`src/rtl/fetch_ctrl.sv`:
```
// Fetch sequencer: drives PC updates, issues imem reads, holds fetched word for decode.
// Latency: BOOT->IDLE->REQ, then one cycle per imem_ack; the fetched word is presented the cycle after ack.
// Backpressure: word held in HOLD until id_ready or redirect; optional FETCH_CTRL_STAT_EN adds fetch/stall counters.
module fetch_ctrl #(
   parameter logic [31:0] RESET_PC = 32'h0000_0000
) (
   input  logic        clk,
   input  logic        rst,
   input  logic [31:0] output_pc,
   output logic [31:0] new_addr,
   output logic        pc_en,
   output logic        imem_req,
   output logic [31:0] imem_addr,
   input  logic        imem_ack,
   input  logic [31:0] imem_rdata,
   input  logic        redirect_valid,
   input  logic [31:0] redirect_addr,
   output logic        id_valid,
   input  logic        id_ready,
   output logic [31:0] id_instr,
   output logic [31:0] id_pc
`ifdef FETCH_CTRL_STAT_EN
   ,
   output logic [31:0] fetch_cnt,
   output logic [31:0] stall_cnt
`endif
);

   typedef enum logic [2:0] {
      S_BOOT,
      S_IDLE,
      S_REQ,
      S_DROP,
      S_HOLD
   } state_t;

   state_t      state;
   state_t      state_nxt;
   logic [31:0] pending;
   logic        capture;
   logic        load_pending;

   assign imem_addr = output_pc;

   always_comb begin
      state_nxt    = state;
      pc_en        = 1'b0;
      new_addr     = output_pc;
      imem_req     = 1'b0;
      id_valid     = 1'b0;
      capture      = 1'b0;
      load_pending = 1'b0;
      if (rst) begin
         new_addr  = RESET_PC;
         state_nxt = S_BOOT;
      end else begin
         case (state)
            S_BOOT: begin
               pc_en     = 1'b1;
               new_addr  = RESET_PC;
               state_nxt = S_IDLE;
            end
            S_IDLE: begin
               // A redirect here costs one more bubble so the PC block can settle.
               if (redirect_valid) begin
                  pc_en    = 1'b1;
                  new_addr = redirect_addr;
               end else begin
                  state_nxt = S_REQ;
               end
            end
            S_REQ: begin
               imem_req = 1'b1;
               if (imem_ack && redirect_valid) begin
                  pc_en     = 1'b1;
                  new_addr  = redirect_addr;
                  state_nxt = S_IDLE;
               end else if (imem_ack) begin
                  capture   = 1'b1;
                  state_nxt = S_HOLD;
               end else if (redirect_valid) begin
                  load_pending = 1'b1;
                  state_nxt    = S_DROP;
               end
            end
            S_DROP: begin
               // The in-flight read must complete before the PC may move.
               imem_req = 1'b1;
               if (imem_ack) begin
                  pc_en     = 1'b1;
                  new_addr  = redirect_valid ? redirect_addr : pending;
                  state_nxt = S_IDLE;
               end else if (redirect_valid) begin
                  load_pending = 1'b1;
               end
            end
            S_HOLD: begin
               if (redirect_valid) begin
                  pc_en     = 1'b1;
                  new_addr  = redirect_addr;
                  state_nxt = S_IDLE;
               end else begin
                  id_valid = 1'b1;
                  if (id_ready) begin
                     pc_en     = 1'b1;
                     new_addr  = output_pc + 32'd4;
                     state_nxt = S_IDLE;
                  end
               end
            end
            default: state_nxt = S_BOOT;
         endcase
      end
   end

   always_ff @(posedge clk) begin
      if (rst) begin
         state    <= S_BOOT;
         id_instr <= 32'd0;
         id_pc    <= 32'd0;
         pending  <= 32'd0;
      end else begin
         state <= state_nxt;
         if (capture) begin
            id_instr <= imem_rdata;
            id_pc    <= output_pc;
         end
         if (load_pending) pending <= redirect_addr;
      end
   end

`ifdef FETCH_CTRL_STAT_EN
   always_ff @(posedge clk) begin
      if (rst) begin
         fetch_cnt <= 32'd0;
         stall_cnt <= 32'd0;
      end else begin
         if (id_valid && id_ready) fetch_cnt <= fetch_cnt + 32'd1;
         if ((state == S_REQ || state == S_DROP) && !imem_ack) stall_cnt <= stall_cnt + 32'd1;
      end
   end
`endif

endmodule

```
`config.mk`:
```
export PLATFORM = sky130hd
export DESIGN_NAME = fetch_ctrl
export DESIGN_NICKNAME = d
export VERILOG_FILES = /design/src/rtl/fetch_ctrl.sv
export SDC_FILE = /design/constraint.sdc
export NUM_CORES = 1
export LEC_CHECK = 0
export BUFFER_PORTS_ARGS = -buffer_cell sky130_fd_sc_hd__buf_2
export CELL_PAD_IN_SITES_DETAIL_PLACEMENT = 1
export CELL_PAD_IN_SITES_GLOBAL_PLACEMENT = 2
export CORE_UTILIZATION = 26
export CTS_BUF_LIST = sky130_fd_sc_hd__clkbuf_2
export CTS_CLUSTER_DIAMETER = 200
export DETAILED_ROUTE_END_ITERATION = 10
export GPL_ROUTABILITY_DRIVEN = 0
export PLACE_DENSITY_LB_ADDON = 0.25
export SKIP_CTS_REPAIR_TIMING = 1
export SLEW_MARGIN = 20
export SYNTH_ARGS = -nofsm -noshare
export SYNTH_HDL_FRONTEND = slang
export SYNTH_SLANG_ARGS = --single-unit
```
`constraint.sdc`:
```
create_clock -name clk -period 3.6 [get_ports clk]
set_clock_uncertainty 0.2 [all_clocks]
set_input_delay 0.36 -clock clk [delete_from_list [all_inputs] [get_ports clk]]
set_output_delay 0.36 -clock clk [all_outputs]
set_load 0.01 [all_outputs]
```
; Word-level counts from Yosys, hierarchy flattened
; Cells that the tools add are included.
[totals]
reg_bits = 99
input_bits = 101
word_cells = 52
[classes]
add_sub_neg = 1
n_eq_ne = 8
muxes = 35
reduce_logical = 4
[op_table]
columns = cell, n
row1 = two-way mux 32 bit, 7
row2 = one-hot mux 32 bit (5 select lines), 1
row3 = adder 32 x 3 -> 32 bit (second input constant), 1
row4 = two-way mux 3 bit, 7
row5 = two-way mux 1 bit, 17
row6 = one-hot mux 3 bit (5 select lines), 1
row7 = == test 3 x 2 -> 1 bit (second input constant), 2
row8 = one-hot mux 1 bit (5 select lines), 1
row9 = != test 2 bit (second input constant), 2
row10 = != test 4 bit (second input constant), 1
row11 = AND reduction 4 bit, 1
row12 = == test 3 x 1 -> 1 bit (second input constant), 1
row13 = == test 3 bit (second input constant), 1
row14 = zero test 3 bit, 1
row15 = != test 3 bit (second input constant), 1
row16 = one-hot mux 1 bit (2 select lines), 1
row17 = OR reduction 2 bit, 1
row18 = logical AND 1 bit, 1

; Depth between registers and ports, before layout
; Gate-level depths: netlist (run 1).
[logic_depth]
ltp_word = 5
mapped_depth = 8
depth_no_buf = 6

; Worst setup path before layout (run 1)
; No wires, ideal clock.
[synth_timing]
path_type = in2out
from = in output_pc[12]
to = out new_addr[30]
t_arrival_ps = 2382
t_required_ps = 3040
slack_ps = 658
cell_stages = 7
path_buffers = 2
cell_sequence = buf_2 > nand4_4 > or4_4 > buf_6 > or4_1 > a32o_1 > a211oi_2
[synth_between]
elab_chain_cells = 5
[synth_rtl]
columns = element, line_no
row1 = from (decl), 9  ; input logic [31:0] output_pc,
row2 = adder 32 x 3 -> 32 bit, 106  ; new_addr = output_pc + 32'd4;
row3 = two-way mux 32 bit, 104  ; if (id_ready) begin
row4 = two-way mux 32 bit, 98  ; if (redirect_valid) begin
row5 = one-hot mux 32 bit (5 select lines), 57  ; case (state)
row6 = two-way mux 32 bit, 53  ; if (rst) begin
row7 = to (decl), 10  ; output logic [31:0] new_addr,
; No other way between the ends.

; Worst setup path in the final report (run 1)
[layout_timing]
from = in output_pc[10]
to = out new_addr[29]
; The elaborated chain is that of the path after synthesis.

==> results.json, run 1 <==
{
  "outcome": "finished, final reports clean",
  "synth_top_family_by_area": "compound AO/OA/AOI/OAI gates",
  "synthMostInstantiatedCell": "nand2_1",
  "synthMuxAreaShare_pct": 0.348,
  "syn_area_um2": 5760,
  "maxCapViolCount": 0,
  "synth_xor_area_share_pct": 1.67,
  "worst-setup-path-type": "input port to output port",
  "path_clk_slew_ns": 0.35,
  "path_buf_inv": 3,
  "max_freq_mhz": 285,
  "fin_crit_sh_pct": 97.6,
  "min_period_ns": 3.51,
  "die_w_um": 151,
  "antenna_found_initial": 1,
  "core_um2": 21800,
  "via_per_inst": 5.10,
  "final_cells": 1397,
  "max_stage_delay_ns": 0.69,
  "synth_compound_area_share_pct": 27.0,
  "rows": 54,
  "finalWorstSetupSlack_ns": 0.0875,
  "synth.distinct_cells": 63,
  "die_h_um": 151,
  "post_synth.cell_area_avg_um2": 6.95,
  "path_common_cell": "buf_2",
  "timing.critical_path.to": "new_addr[29]",
  "crit_chain": "dlygate4sd3_1 > buf_2 > nand3_1 > or3_1 > or4_2 > a31o_2 > o31ai_1 > buf_2",
  "reg2reg_to": "id_pc[24]$_SDFFE_PP0P_",
  "synth_nets": 931,
  "yosysSeqAreaShare_pct": 34.4,
  "cts_buffers": 9,
  "worstHoldPathType": "input port to register",
  "yosys_warnings": 0,
  "synthFlopType": "dfxtp_1",
  "cp_num_cells": 8,
  "cts.sinks": 99,
  "cpMaxStageDelayCell": "or4_2",
  "drive_above_1_share_pct": 28.6,
  "synth.ff_latch_count": 99,
  "synth_commonest_cells": "nand2_1, a21oi_1, dfxtp_1",
  "setup_tns_ns": 0,
  "rsz0062_at_grt": "no",
  "worstPathRequired_ns": 3.04,
  "gr-usage-all-layers_pct": 22.5,
  "cp_top_family": "simple AND/OR/NAND/NOR gates",
  "synthTopCellsByArea": "dfxtp_1, nand2_1, a21oi_1, buf_4, clkbuf_1",
  "tightest_slew_ns": 0.725,
  "dr.pass1.iters": 6,
  "nNetsFinal": 1213,
  "crit_fanout": 7,
  "powerDensity_nw_per_um2": 270,
  "cp-startpoint": "output_pc[10]",
  "overflow": 0,
  "cellLeakagePower_nw": 3.36,
  "clock-root-buffer": "clkbuf_2",
  "initial_core_util_pct": 26.5,
  "wire_per_inst_um": 19.3,
  "async_flop_share_pct": 0,
  "routed_wl_um": 27000,
  "htree_num_levels": 3,
  "setup_viol": 0,
  "ant_nets": 0,
  "synth_top_cell_area_share_pct": 34.4,
  "ioPinCount": 232,
  "rr_worst_depth": 7,
  "yosys.area.top_type": "dfxtp_1",
  "slew_viol_final": 0,
  "clk_latency_ns": 0.65,
  "clk_path_buf_depth": 2,
  "r2r-start": "state[1]$_SDFFE_PP0P_",
  "grt_max_degree": 65,
  "area_growth_syn_to_layout_pct": 43.3,
  "num_vias": 7119,
  "grt_pass1_wl_um": 38400,
  "critPathLaunchType": "input port",
  "synth-edff-count": 0,
  "critPathCaptureType": "output port",
  "grt_pass1_vias": 6474,
  "die_area_um2": 22700,
  "hold_viol_final": 0,
  "drc_errors": 0,
  "relSlewSlack_pct": 51.7,
  "cts_tree": "yes",
  "cp.arrival_ns": 2.95,
  "final.fill_count": 2778,
  "dpl.hpwl_um": 19200,
  "synthCells": 829,
  "synth_adder_area_share_pct": 0.217,
  "synthSimpleGateAreaFrac_pct": 26.5,
  "place_ws_ns": 0.462,
  "peakVddDrop_mv": 0.133,
  "r2r_slack_ns": 1.15,
  "portBuffers": 231,
  "drt-initial-drc-count": 351,
  "dp.cells": 1283
}
-- flip-flops by register name, indices dropped and copies added (netlist names) --
register / count
id_pc: 32
pending: 32
state: 3
id_instr: 32
-- worst register-to-register path, delay by kind of cell (launching register included) --
| family | cells | cell delay [ns] |
|---|---|---|
| buffers and inverters | 3 | 0.74 |
| AND/OR/NAND/NOR | 3 | 0.77 |
| AO/OA/AOI/OAI | 1 | 0.13 |
| flip-flops | 1 | 0.53 |
-- cell families (layout without fill, tap and decap cells) --
kind of cell	after synthesis	in the layout
simple gates	344	344
compound gates	256	256
buf+inv	116	403
flops	99	99
xor+xnor	11	11
mux	2	2
fa+ha+maj	1	1
other cells	0	1
-- placed cells by master (no fill, tap or decap), types with 10 or more instances in the layout --
master | Yosys | routed
dfxtp_1 | 99 | 96
clkbuf_2 | 0 | 10
o21ai_0 | 32 | 32
buf_2 | 1 | 230
inv_1 | 11 | 11
nand3_1 | 18 | 16
nor2_1 | 35 | 35
a21oi_1 | 133 | 133
a22oi_1 | 13 | 13
buf_4 | 32 | 46
nand2_1 | 221 | 221
nor3_1 | 12 | 12
dlygate4sd3_1 | 0 | 97
a31oi_1 | 10 | 10
-- worst min path at each step --
stage / start / endpoint / slack (ns) / cells past startpoint
5_1_grt: rst / pending[24]$_SDFFE_PP0P_ / 0.02 / 2
4_1_cts: imem_rdata[5] / id_instr[5]$_SDFFE_PP0P_ / -0.38 / 3
2_1_floorplan: pending[18]$_SDFFE_PP0P_ / pending[18]$_SDFFE_PP0P_ / 0.23 / 2
3_3_place_gp: id_instr[19]$_SDFFE_PP0P_ / id_instr[19]$_SDFFE_PP0P_ / 0.24 / 2
6_report: rst / pending[31]$_SDFFE_PP0P_ / 0.04 / 2
3_5_place_dp: id_instr[2]$_SDFFE_PP0P_ / id_instr[2]$_SDFFE_PP0P_ / 0.25 / 2
-- per-stage QoR --
stage	hold slack [ns]	power, mW	instance area (um2)	util [%]
floorplan	0.232	1.38	5760	-
global placement	0.240	1.59	7130	32.8
detailed placement	0.245	1.59	7130	32.8
CTS	-0.380	2.18	7250	33.3
global route	0.0168	2.34	8250	37.9
finish	0.0363	2.23	8250	37.9
-- power by group --
part | internal, mW | switching [mW] | leakage, nW
sequential | 1.11 | 0.0101 | 0.800
clock | 0.112 | 0.456 | 0.0710
combinational | 0.234 | 0.304 | 2.49
-- metal layers --
metal,up-vias,global-route usage [%],share of wire [%]
li1,3455,-,-
met1,3409,29.9,44
met2,235,36.9,49
met3,20,4.07,5.3
met4,0,7.05,1.6
met5,-,0,0
-- area by class of cell --
type / count / area, um2 / area share, %
diodes: 1 / 2.50 / 0.0303
clock buffers: 10 / 50.0 / 0.607
clock inverters: 6 / 62.6 / 0.758
inverters: 12 / 45.0 / 0.546
multi-input cells: 614 / 3260 / 39.5
flip-flops and latches: 99 / 1990 / 24.1
well taps: 280 / 350 / 4.25
repair buffers: 375 / 2500 / 30.3
No activity file was read; power rests on OpenSTA's default activity.
==> run 2: changes to the inputs <==
--- a/config.mk
+++ b/config.mk
@@ -14,6 +14,7 @@
 export DETAILED_ROUTE_END_ITERATION = 10
 export GPL_ROUTABILITY_DRIVEN = 0
 export PLACE_DENSITY_LB_ADDON = 0.25
+export RECOVER_POWER = 100
 export SKIP_CTS_REPAIR_TIMING = 1
 export SLEW_MARGIN = 20
 export SYNTH_ARGS = -nofsm -noshare
==> results.json, run 2 (same netlist as run 1, synthesis figures left out) <==
{
  "outcome": "finished, final reports clean",
  "top_regs": "id_instr (32), id_pc (32), pending (32)",
  "drive_above_1_share_pct": 22.9,
  "cts_buffers": 9,
  "max_freq_mhz": 284,
  "wire_per_inst_um": 19.3,
  "htree_num_levels": 3,
  "cellLeakagePower_nw": 3.11,
  "cp.arrival_ns": 2.97,
  "rsz0062_at_grt": "no",
  "die_w_um": 151,
  "grtUsageMet3_pct": 4.07,
  "overflow": 0,
  "hold_slack_ns": 0.0358,
  "setup_tns_ns": 0,
  "cts_tree": "yes",
  "path_clk_slew_ns": 0.35,
  "area_growth_syn_to_layout_pct": 41.9,
  "antenna_found_initial": 1,
  "grt_pass1_wl_um": 38400,
  "die_h_um": 151,
  "ioPinCount": 232,
  "grt.met2_usage_pct": 36.9,
  "gr-usage-all-layers_pct": 22.5,
  "grt_max_degree": 65,
  "grt_use_met1_pct": 29.9,
  "via_per_inst": 5.12,
  "slew_viol_final": 0,
  "cts.sinks": 99,
  "place_area_um2": 7130,
  "die_area_um2": 22700,
  "mostFrequentLayoutCell": "nand2_1",
  "nNetsFinal": 1213,
  "fin_util_pct": 37.6,
  "powerDensity_nw_per_um2": 272,
  "routed_wl_um": 27000,
  "num_vias": 7156,
  "initial_core_util_pct": 26.5,
  "core_um2": 21800,
  "ant_nets": 0,
  "drt-initial-drc-count": 356,
  "dr.pass1.iters": 5,
  "dpl.hpwl_um": 19200,
  "tightest_slew_ns": 0.730,
  "critPathLaunchType": "input port",
  "relSlewSlack_pct": 51.3,
  "peakVddDrop_mv": 0.134,
  "final.fill_count": 2810,
  "worst-setup-path-type": "input port to output port",
  "design_area_um2": 8170,
  "worstHoldPathType": "input port to register",
  "maxCapViolCount": 0,
  "worstPathRequired_ns": 3.04,
  "grt_pass1_vias": 6474,
  "hold_viol_final": 0,
  "grt.busiest_layer": "met2",
  "portBuffers": 231,
  "dp.cells": 1283,
  "setup_viol": 0,
  "final_cells": 1397,
  "clock-root-buffer": "clkbuf_2",
  "drc_errors": 0,
  "crit_fanout": 8,
  "min_period_ns": 3.53,
  "rows": 54,
  "fin_crit_sh_pct": 97.9,
  "final_cell_mix": "nand2_1, buf_2, a21oi_1, dlygate4sd3_1, dfxtp_1",
  "clk_latency_ns": 0.65,
  "clk_path_buf_depth": 2,
  "critPathCaptureType": "output port"
}
-- run 2: cell count changes in the layout (fill, tap and decap cells not counted), sizes merged --
cell	change
clkbuf	+63
buf	-63
-- run 2: area by class of cell --
cell class              count  area, um2  share of cell area (%)
multi-input cells         614       3260                    39.8
repair buffers            375       2420                    29.6
flip-flops and latches     99       1990                    24.3
well taps                 280        350                    4.29
clock inverters             6       62.6                   0.765
clock buffers              10       50.0                   0.612
inverters                  12       45.0                   0.551
diodes                      1       2.50                  0.0306
-- run 2: routing by layer --
metal	vias to the layer above	share of wire [%]
met5	-	0
met4	0	1.7
met3	22	5.5
met2	241	48
met1	3440	44
li1	3453	-
-- run 2: power by group --
part           internal [mW]  total [mW]  switching (mW)  leakage (nW)
registers               1.11        1.12          0.0104         0.800
logic                  0.230       0.534           0.304          2.24
clock network          0.112       0.567           0.454        0.0710
-- run 2: path summary, 6_finish.rpt --
path                               from  slack, ns  cells past startpoint                        to
setup / recovery           output_pc[9]       0.07                      8              new_addr[29]
setup reg to reg  state[1]$_SDFFE_PP0P_       1.16                      7    id_pc[31]$_SDFFE_PP0P_
hold / removal                      rst       0.04                      2  pending[30]$_SDFFE_PP0P_
hold reg to reg   id_pc[1]$_SDFFE_PP0P_       0.27                      2     id_pc[1]$_SDFFE_PP0P_
-- run 2: through the flow --
| step | worst slack (ns) | total power, mW |
|---|---|---|
| after floorplan | 0.658 | 1.38 |
| after global placement | 0.480 | 1.59 |
| after detailed placement | 0.462 | 1.59 |
| after CTS | -0.0685 | 2.18 |
| after global routing | 0.00523 | 2.34 |
| final | 0.0747 | 2.22 |
-- run 2: critical path, cell delays in order --
cell and delay, ns:
dlygate4sd3_1 0.52, buf_2 0.19, nand3_1 0.13, or3_1 0.55, or4_2 0.69, a31o_2 0.25
o31ai_1 0.08, buf_2 0.19
